### src/rtl/uart_frame_tx.sv
// ---------------------------------------------------------------------------
// uart_frame_tx
// Buffers 12-bit acquisition samples in a circular FIFO. Once a full frame's
// worth of samples is buffered, it feeds a byte-wide UART one byte at a time
// with the frame: SYNC, N, {hi,lo} per sample, XOR checksum.
//
// Ports
//   i_clk           system clock
//   i_rst           synchronous, active-low reset
//   i_sample_valid  push request (written when i_sample_valid & o_sample_ready,
//                   or when full while the head is popped in the same cycle)
//   i_sample_data   12-bit sample
//   o_sample_ready  FIFO not full (combinational from occupancy count)
//   i_frame_len     samples per frame N, sampled only in IDLE; 0 disables
//   i_tx_ready      UART write/ready (1 = idle)
//   o_tx_enable     byte offer to UART enable
//   o_tx_data       byte to UART dataToSend, held for the whole shift-out
//   o_busy          frame in progress
//   o_overflow      sticky: push attempted while full with no pop
// ---------------------------------------------------------------------------
module uart_frame_tx #(
   parameter int         DEPTH = 256,
   parameter logic [7:0] SYNC  = 8'hA5
) (
   input  logic        i_clk,
   input  logic        i_rst,
   input  logic        i_sample_valid,
   input  logic [11:0] i_sample_data,
   output logic        o_sample_ready,
   input  logic [7:0]  i_frame_len,
   input  logic        i_tx_ready,
   output logic        o_tx_enable,
   output logic [7:0]  o_tx_data,
   output logic        o_busy,
   output logic        o_overflow
);

   localparam int AW   = $clog2(DEPTH);
   localparam int CW   = AW + 1;
   localparam int CMPW = (CW > 8) ? CW : 8;

   typedef enum logic [2:0] {S_IDLE, S_SYNC, S_LEN, S_HI, S_LO, S_CHK} state_t;
   typedef enum logic {B_OFFER, B_WAIT} sub_t;

   // FIFO storage and control
   logic [11:0]   r_mem [DEPTH];
   logic [AW-1:0] r_wr_ptr;
   logic [AW-1:0] r_rd_ptr;
   logic [CW-1:0] r_count;
   logic          r_overflow;

   // Sequencer state and registered outputs
   state_t        r_state;
   sub_t          r_sub;
   logic          r_tx_enable;
   logic [7:0]    r_tx_data;
   logic          r_busy;

   // Frame datapath
   logic [7:0]    r_len;
   logic [7:0]    r_remaining;
   logic [7:0]    r_chk;

   logic          w_full;
   logic          w_push;
   logic          w_pop;
   logic [11:0]   w_head;
   logic          w_start;
   logic          w_accept;
   logic          w_done;
   state_t        w_state_nxt;
   sub_t          w_sub_nxt;
   logic          w_tx_enable_nxt;
   logic [7:0]    w_tx_data_nxt;
   logic          w_busy_nxt;

   // Byte presented when the sequencer enters a state's OFFER phase.
   function automatic logic [7:0] frame_byte(input state_t s, input logic [7:0] len,
                                             input logic [11:0] head, input logic [7:0] chk);
      logic [7:0] b;
      case (s)
         S_SYNC:  b = SYNC;
         S_LEN:   b = len;
         S_HI:    b = {4'h0, head[11:8]};
         S_LO:    b = head[7:0];
         S_CHK:   b = chk;
         default: b = 8'h00;
      endcase
      return b;
   endfunction

   assign w_full         = (r_count == CW'(DEPTH));
   assign o_sample_ready = ~w_full;
   assign w_head         = r_mem[r_rd_ptr];
   // A full FIFO still accepts a sample when the head leaves in the same cycle.
   assign w_push         = i_sample_valid && (!w_full || w_pop);

   assign w_start  = (r_state == S_IDLE) && (i_frame_len != 8'd0) &&
                     (CMPW'(r_count) >= CMPW'(i_frame_len));
   // OFFER -> WAIT_DONE: the UART has taken the byte and started shifting.
   assign w_accept = (r_state != S_IDLE) && (r_sub == B_OFFER) && !i_tx_ready;
   // WAIT_DONE -> next byte: the UART has finished shifting.
   assign w_done   = (r_state != S_IDLE) && (r_sub == B_WAIT) && i_tx_ready;
   assign w_pop    = w_accept && (r_state == S_LO);

   // ---- FIFO ----------------------------------------------------------------
   always_ff @(posedge i_clk) begin
      if (w_push) begin
         r_mem[r_wr_ptr] <= i_sample_data;
      end
   end

   always_ff @(posedge i_clk) begin
      if (!i_rst) begin
         r_wr_ptr   <= '0;
         r_rd_ptr   <= '0;
         r_count    <= '0;
         r_overflow <= 1'b0;
      end else begin
         if (w_push) r_wr_ptr <= r_wr_ptr + 1'b1;
         if (w_pop)  r_rd_ptr <= r_rd_ptr + 1'b1;
         case ({w_push, w_pop})
            2'b10:   r_count <= r_count + 1'b1;
            2'b01:   r_count <= r_count - 1'b1;
            default: r_count <= r_count;
         endcase
         if (i_sample_valid && w_full && !w_pop) r_overflow <= 1'b1;
      end
   end

   // ---- Sequencer: state register -------------------------------------------
   always_ff @(posedge i_clk) begin
      if (!i_rst) begin
         r_state     <= S_IDLE;
         r_sub       <= B_OFFER;
         r_tx_enable <= 1'b0;
         r_tx_data   <= 8'h00;
         r_busy      <= 1'b0;
      end else begin
         r_state     <= w_state_nxt;
         r_sub       <= w_sub_nxt;
         r_tx_enable <= w_tx_enable_nxt;
         r_tx_data   <= w_tx_data_nxt;
         r_busy      <= w_busy_nxt;
      end
   end

   // ---- Sequencer: next state -----------------------------------------------
   always_comb begin
      w_state_nxt = r_state;
      w_sub_nxt   = r_sub;
      if (w_start) begin
         w_state_nxt = S_SYNC;
         w_sub_nxt   = B_OFFER;
      end else if (w_accept) begin
         w_sub_nxt = B_WAIT;
      end else if (w_done) begin
         w_sub_nxt = B_OFFER;
         case (r_state)
            S_SYNC:  w_state_nxt = S_LEN;
            S_LEN:   w_state_nxt = S_HI;
            S_HI:    w_state_nxt = S_LO;
            // r_remaining was already decremented when this LO byte was accepted.
            S_LO:    w_state_nxt = (r_remaining != 8'd0) ? S_HI : S_CHK;
            default: w_state_nxt = S_IDLE;
         endcase
      end
   end

   // ---- Sequencer: outputs (registered next cycle) ---------------------------
   always_comb begin
      w_busy_nxt      = (w_state_nxt != S_IDLE);
      w_tx_enable_nxt = (w_state_nxt != S_IDLE) && (w_sub_nxt == B_OFFER);
      w_tx_data_nxt   = r_tx_data;
      // tx_data only changes on entry to a new byte's OFFER; it is held
      // through WAIT_DONE because the UART samples it bit by bit.
      if ((w_start || w_done) && (w_state_nxt != S_IDLE)) begin
         w_tx_data_nxt = frame_byte(w_state_nxt, r_len, w_head, r_chk);
      end
   end

   // ---- Frame length, remaining count and checksum ---------------------------
   always_ff @(posedge i_clk) begin
      if (!i_rst) begin
         r_remaining <= 8'd0;
      end else if (w_start) begin
         r_remaining <= i_frame_len;
      end else if (w_pop) begin
         r_remaining <= r_remaining - 8'd1;
      end
   end

   always_ff @(posedge i_clk) begin
      if (w_start) begin
         r_len <= i_frame_len;
         r_chk <= 8'h00;
      end else if (w_accept && (r_state == S_LEN || r_state == S_HI || r_state == S_LO)) begin
         r_chk <= r_chk ^ r_tx_data;
      end
   end

   assign o_tx_enable = r_tx_enable;
   assign o_tx_data   = r_tx_data;
   assign o_busy      = r_busy;
   assign o_overflow  = r_overflow;

endmodule

### config.mk
export PLATFORM = sky130hd
export DESIGN_NAME = uart_frame_tx
export DESIGN_NICKNAME = d
export VERILOG_FILES = /design/src/rtl/uart_frame_tx.sv
export SDC_FILE = /design/constraint.sdc
export NUM_CORES = 2
export LEC_CHECK = 0
export ABC_AREA = 0
export CAP_MARGIN = 20
export CORE_MARGIN = 4
export CORE_UTILIZATION = 45
export CTS_BUF_LIST = sky130_fd_sc_hd__clkbuf_2
export CTS_CLUSTER_SIZE = 12
export DETAILED_ROUTE_END_ITERATION = 8
export PLACE_DENSITY = 0.7
export SETUP_SLACK_MARGIN = 0.02
export SYNTH_ARGS = -nofsm -noshare
export SYNTH_HDL_FRONTEND = slang
export SYNTH_SLANG_ARGS = --single-unit
### constraint.sdc
create_clock -name i_clk -period 10.99 [get_ports i_clk]
set_input_delay 2.198 -clock i_clk [delete_from_list [all_inputs] [get_ports i_clk]]
set_output_delay 2.198 -clock i_clk [all_outputs]
set_load 0.01 [all_outputs]
# After elaboration in Yosys (flattened, before gate mapping)
# Memories as Yosys holds them, arrays and structs flattened. A register that Yosys moved wholly into a read port is not among the register bits.
# Cells that the tools add are included.
# word_totals
reg_bits	64
ramBits	3072
output_inout_bits	12
wordCells	78
mem_count	1
# classes
n_addsub	5
magnitude_cmp	1
n_eq_ne	12
mux	16
bitwise_logic	4
reduce_logical	27
# mem_list
memory	words	width	read_ports	rd_ports_with_merged_regs	write_ports	line	rtl
r_mem	256	12	1	1	1	46	logic [11:0] r_mem [DEPTH];
# ops
op	count
$pmux W8 S5	1
$mux W8	4
$pmux W9 S2	1
$add A8 B1 Y8 const B	2
$reduce_bool A8 Y1	2
$logic_and A1 B1 Y1	13
$eq A3 B2 Y1 const B	4
$mux W3	4
$pmux W3 S4	1
$add A9 B1 Y9 const B	1
$eq A3 B3 Y1 const B	3
$eq A9 B9 Y1 const B	1
$ge A9 B8 Y1	1
$sub A9 B1 Y9 const B	1
$sub A8 B1 Y8 const B	1
$xor A8 B8 Y8	1
$eq A3 B1 Y1 const B	2
$reduce_bool A3 Y1	2
$mux W1	5
$logic_or A1 B1 Y1	4
$reduce_bool A2 Y1	2
$logic_not A1 Y1	3
$logic_not A3 Y1	1
$not A1 Y1	3
2 further kinds	2

# Logic depth before layout (Yosys ltp)
# depth
ltp_word	8
ltp_mapped	15
depth_no_buf	14

# Worst setup path before layout
# No wires, ideal clock.
# synth_timing
kind	input -> register
startpoint	in i_tx_ready
endpoint	reg r_count[8]
setup_ps	72
arrival_time_ps	4822
t_required_ps	10918
slack_ps	6096
cell_stages	12
path_buffers	1
cell_sequence	nor3_1 clkbuf_1 ha_1 ha_1 a21o_1 a21oi_1 o21bai_1 a21oi_1 o21bai_1 a21oi_1 mux2i_1 mux2i_1
# synth_between
elab_chain_len	7
elab_cells_between_ends	9
cone_classes	2 x eq/ne; 1 x mux; 6 x reduce/logical
# synth_lines
element	line	rtl
start: declaration	31	input logic i_tx_ready,
$logic_not A1 Y1 (*)	101	assign w_accept = (r_state != S_IDLE) && (r_sub == B_OFFER) && !i_tx_ready;
$logic_and A1 B1 Y1 (*)	101	
$logic_and A1 B1 Y1 (*)	104	assign w_pop = w_accept && (r_state == S_LO);
net w_pop	66	logic w_pop;
$logic_or A1 B1 Y1	96	assign w_push = i_sample_valid && (!w_full || w_pop);
$logic_and A1 B1 Y1	96	
$eq A2 B1 Y1 or $eq A2 B2 Y1 (tied branches)	122	case ({w_push, w_pop})
$pmux W9 S2 or $reduce_bool A2 Y1 (tied branches)	-	
end signal: assignment	123	2'b10: r_count <= r_count + 1'b1;
end signal: assignment	124	2'b01: r_count <= r_count - 1'b1;
end signal: assignment	125	default: r_count <= r_count;
end: declaration	49	logic [CW-1:0] r_count;
# The timed path passes the listed nets; every way through them passes the cells marked *.
# A chain may end at the register's enable or synchronous reset.

==> results.txt <==
----------------------------------------------------
[Run status]
  Run status ... completed

[STA]
  Clock tree skew after final layout ... 212 ps
  Max Slew Vio Count ... 0
  Unrepaired setup endpoints after global routing ... false
  Finish-stage setup viols ... 0
  Hold Vio Cnt, Final ... 0
  Worst hold slack ... 532 ps
  Share of the clock period used by the worst path after layout ... 56.3%
  Setup TNS after final layout ... 0 ps
  Fin crit period ... 6190 ps
  Headroom to the max-slew limit ... less than 1%
  Top achievable clock speed ... 161 MHz
  Slew @ Worst Pin ... roughly 1500 ps

[Synthesis]
  Cell area after synthesis ... 123000 um2
  Sequential area share after synthesis ... 76.4%
  Distinct cell type count of the synthesized netlist ... 77
  Synthesis-stage register bit count ... between 3000 and 4000
  Synthesized area divided by synthesized cell count ... ~21 um2
  Cell type with the highest aggregate area in the netlist ... sky130_fd_sc_hd__edfxtp_1
  Number of synthesized flops with an enable pin ... 3080
  Most instantiated flip-flop cell in the synthesis netlist ... sky130_fd_sc_hd__edfxtp_1
  Syn nets ... 5864
  Yosys warning total ... 0
  Main area contributors after synthesis ... sky130_fd_sc_hd__edfxtp_1 75%, sky130_fd_sc_hd__mux4_2 13%, sky130_fd_sc_hd__mux2i_1 2.7%
  Gate count of the mapped netlist ... ~5800
  Async set-or-reset flop fraction in the synthesized netlist ... 0%
  Yosys top cell area share ... 75.4%

[Placement]
  Last weighted congestion value of the routability-driven placer ... roughly 0.95
  Number of buffer cells added on primary ports ... 35
  Total cell area at the placement stage ... 127000 um2
  Post-detail-place hpwl ... roughly 200000 um

[Worst setup path]
  Crit-path max cell delay ... 970 ps
  Capture point of the worst reg-to-reg path ... o_tx_data[1]
  Register-to-register path setup slack ... 4800 ps
  WP depth ... 10
  FF-to-FF path depth ... 10
  Cell type group with the largest total delay on the critical path ... buffers and inverters
  Worst path slowest cell ... sky130_fd_sc_hd__a2111oi_0
  Worst endpoint required time ... 12820 ps
  Category of the critical setup timing path ... flop to flop
  Critical Path Fanout Max ... between 90 and 100
  Nature of the critical path endpoint ... flop
  CP Cell Sequence ... buf_12 -> buf_4 -> buf_4 -> mux4_2 -> o21ai_0 -> a211oi_1 -> nor4_1 -> a31oi_1 -> a2111oi_0 -> a31oi_1
  Startpoint class of the critical path ... flop
  Capturing instance or port of the critical path ... o_tx_data[1]
  Arrival time reported for the critical path endpoint ... 8030 ps
  Buf+Inv Stages, Crit Path ... 3

[Layout]
  Area of the multi-input gates ... about 27000 um2
  Number of filler cells placed in the layout ... roughly 22000
  Final core area utilization ... ~50%
  Synthesis-to-finish area growth ... 9.48%
  Design Area, Final ... 134000 um2
  Nets ... 6561
  Fraction of layout instances using a drive strength above 1 ... approximately 30%
  Footprint of the flip-flops and latches ... about 94000 um2

[Floorplanning]
  Boundary Pins ... 36
  Core Box Area ... 271000 um2
  Initial cell density of the core ... between 40% and 50%
  Die Footprint ... 281000 um2
  Height of the die ... 530 um
  Number of placement rows ... 191
  Chip Width ... 530 um

[Route]
  Initial DRC count ... 9164
  Detailed-route via count ... 65400
  Pre-Repair DR Iteration Count ... 6
  Final ANT Viol Nets ... 0
  Mean number of vias per cell ... 6.16
  Final Routed Wirelength ... ~330000 um
  Average routed wire per standard cell ... around 31 um
  DRC Markers ... 0

[Clocking]
  Depth of the CTS H-tree ... 6
  Clock edge transition at the registers on the reported setup and hold paths ... 110 ps
  TritonCTS clock tree ... yes
  Number of buffers added to fix hold violations after cts ... 0
  Number of gates resized after cts ... 0
  CTS root buffer ... sky130_fd_sc_hd__clkbuf_2
  Sink Count ... 3144
  Number of clock buffers inserted by TritonCTS ... 742
  Clock insertion delay at the later pin of the skew report ... 2010 ps
  Post CTS Setup Buffer Count ... 0
  Number of buffers on the longest clock path ... 4

[Flow run]
  MaxCap Viol Count ... 0

[Power and ir drop]
  Switching power as a share of total power ... 23.2%
  PwrDens ... 157 nW/um2
  Pleak ... 41.2 nW
  Portion of total power attributed to the clock network ... 35.1%
  Cell internal power dissipation ... 16.2 mW
  Net switching power ... 4.88 mW
  Highest ir drop seen on vdd ... 0.0742 mV
  Total Power Consumption ... 21.0 mW
  Combinational share of power ... 2.4%
  Register share of total power ... ~63%

[Global routing]
  Wire length of the first global-routing pass ... 473000 um
  GRT Overall Usage ... a little under a quarter
  Congestion Overflow GR ... 0
  Via count of the first global-routing pass ... 64500
  Maximum number of pins on one net before global-route repair ... between 150 and 200
  Initial antenna violation count ... 10

[Worst hold path]
  Min-Delay Path Class ... flop to flop

----------------------------------------------------
-- per-stage QoR --
| stage | worst slack [ps] | instances |
|---|---|---|
| after global placement | 3780 | 9211 |
| after floorplan | 6100 | 5817 |
| after detailed placement | 3650 | 9222 |
| final | 4800 | 10600 |
| after global routing | 4550 | 10600 |
| after CTS | 4990 | 10500 |
-- worst min path at each step --
stage,from,to,slack [ps],cells after the start
CTS,i_frame_len[3],r_len[3],520,1
finish,o_overflow,o_overflow,530,2
global placement,o_overflow,o_overflow,470,2
global route,o_overflow,o_overflow,560,2
floorplan,r_count[8],r_count[8],470,2
detailed placement,o_overflow,o_overflow,500,2
-- Yosys cell counts (33+ instances only) --
| cell type | n |
|---|---|
| sky130_fd_sc_hd__edfxtp_1 | 3080 |
| sky130_fd_sc_hd__nor2_1 | 363 |
| sky130_fd_sc_hd__buf_2 | 69 |
| sky130_fd_sc_hd__a21oi_1 | 75 |
| sky130_fd_sc_hd__dfxtp_1 | 64 |
| sky130_fd_sc_hd__a211oi_1 | 36 |
| sky130_fd_sc_hd__a221o_1 | 34 |
| sky130_fd_sc_hd__mux2i_1 | 327 |
| sky130_fd_sc_hd__o21ai_0 | 100 |
| sky130_fd_sc_hd__a22oi_1 | 73 |
| sky130_fd_sc_hd__a221oi_1 | 117 |
| sky130_fd_sc_hd__nand3_1 | 55 |
| sky130_fd_sc_hd__clkbuf_1 | 142 |
| sky130_fd_sc_hd__nor3_1 | 33 |
| sky130_fd_sc_hd__nand2_1 | 98 |
| sky130_fd_sc_hd__buf_6 | 53 |
| sky130_fd_sc_hd__mux4_2 | 696 |
-- final cells by class --
cell class                      instances  share of cell area [%]
Tap cell                             3570                    3.33
Timing Repair Buffer                  292                    2.01
Clock inverter                        215                   0.932
Inverter                               27                  0.0848
Multi-Input combinational cell       2307                    19.9
Antenna cell                           17                  0.0317
Clock buffer                         1043                    3.89
Sequential cell                      3144                    69.8
-- sequential cells by signal (all words and copies together), names as in the netlist, 8 cells and up, named ones only --
| name | flops |
|---|---|
| r_remaining | 8 |
| r_chk | 8 |
| o_tx_data | 8 |
| r_rd_ptr | 8 |
| r_count | 9 |
| r_wr_ptr | 8 |
| r_mem | 3072 |
| r_len | 8 |
-- power groups by stage --
stage	clock [mW]	sequential [mW]	combinational, mW
final	7.38	13.2	0.497
after global routing	8.20	13.2	0.522
after CTS	7.51	13.2	0.496
after detailed placement	0	13.4	0.497
after global placement	0	13.4	0.480
after floorplan	0	13.4	0.180
-- worst min-delay path, cell delays in order, from the launching register on --
cell and delay, ps:
sky130_fd_sc_hd__dfxtp_1 330, sky130_fd_sc_hd__a21oi_1 110, sky130_fd_sc_hd__nor2b_1 50
-- per-layer routing --
metal	up-vias	global-route usage [%]	share of wire (%)
li1	26200	-	-
met1	33700	31.5	37
met2	4831	35.9	47
met3	693	7.11	12
met4	6	10.2	4.3
met5	-	0	0.074
-- cells in the final DEF (no fill, tap or decap), types with 9 or more instances in the layout --
master / count
sky130_fd_sc_hd__dfxtp_1: 58
sky130_fd_sc_hd__nor3_1: 32
sky130_fd_sc_hd__edfxtp_1: 3080
sky130_fd_sc_hd__nand2b_1: 10
sky130_fd_sc_hd__nor4_1: 12
sky130_fd_sc_hd__o31ai_1: 9
sky130_fd_sc_hd__inv_2: 14
sky130_fd_sc_hd__inv_1: 24
sky130_fd_sc_hd__o211ai_1: 14
sky130_fd_sc_hd__clkdlybuf4s50_1: 23
sky130_fd_sc_hd__nand3_1: 51
sky130_fd_sc_hd__a31oi_1: 19
sky130_fd_sc_hd__and2_1: 12
sky130_fd_sc_hd__ha_1: 22
sky130_fd_sc_hd__nand2_1: 98
sky130_fd_sc_hd__nor2_1: 358
sky130_fd_sc_hd__nor2b_1: 22
sky130_fd_sc_hd__nand4_1: 13
sky130_fd_sc_hd__o21ai_0: 99
sky130_fd_sc_hd__a221oi_1: 117
sky130_fd_sc_hd__buf_4: 198
sky130_fd_sc_hd__buf_12: 14
sky130_fd_sc_hd__a211oi_1: 36
sky130_fd_sc_hd__bufinv_16: 15
sky130_fd_sc_hd__clkinv_1: 151
sky130_fd_sc_hd__a22o_1: 11
sky130_fd_sc_hd__clkbuf_8: 14
sky130_fd_sc_hd__clkbuf_2: 1043
sky130_fd_sc_hd__a221o_1: 34
sky130_fd_sc_hd__xnor2_1: 14
sky130_fd_sc_hd__buf_6: 39
sky130_fd_sc_hd__diode_2: 17
sky130_fd_sc_hd__a22oi_1: 73
sky130_fd_sc_hd__mux4_2: 696
sky130_fd_sc_hd__clkinv_2: 33
sky130_fd_sc_hd__xor2_1: 21
sky130_fd_sc_hd__a21oi_1: 75
sky130_fd_sc_hd__mux2i_1: 327
-- logic make-up after synthesis --
logic type	Yosys count	share of synthesized area [%]
XOR/XNOR	35	0.250
AO/OA/AOI/OAI	561	3.32
multiplexers	1034	15.6
AND/OR/NAND/NOR	654	2.33
flip-flops	3144	76.4
adder cells (fa/ha/maj)	23	0.241
buffers and inverters	366	1.83
(Power assumes the default switching activity.)
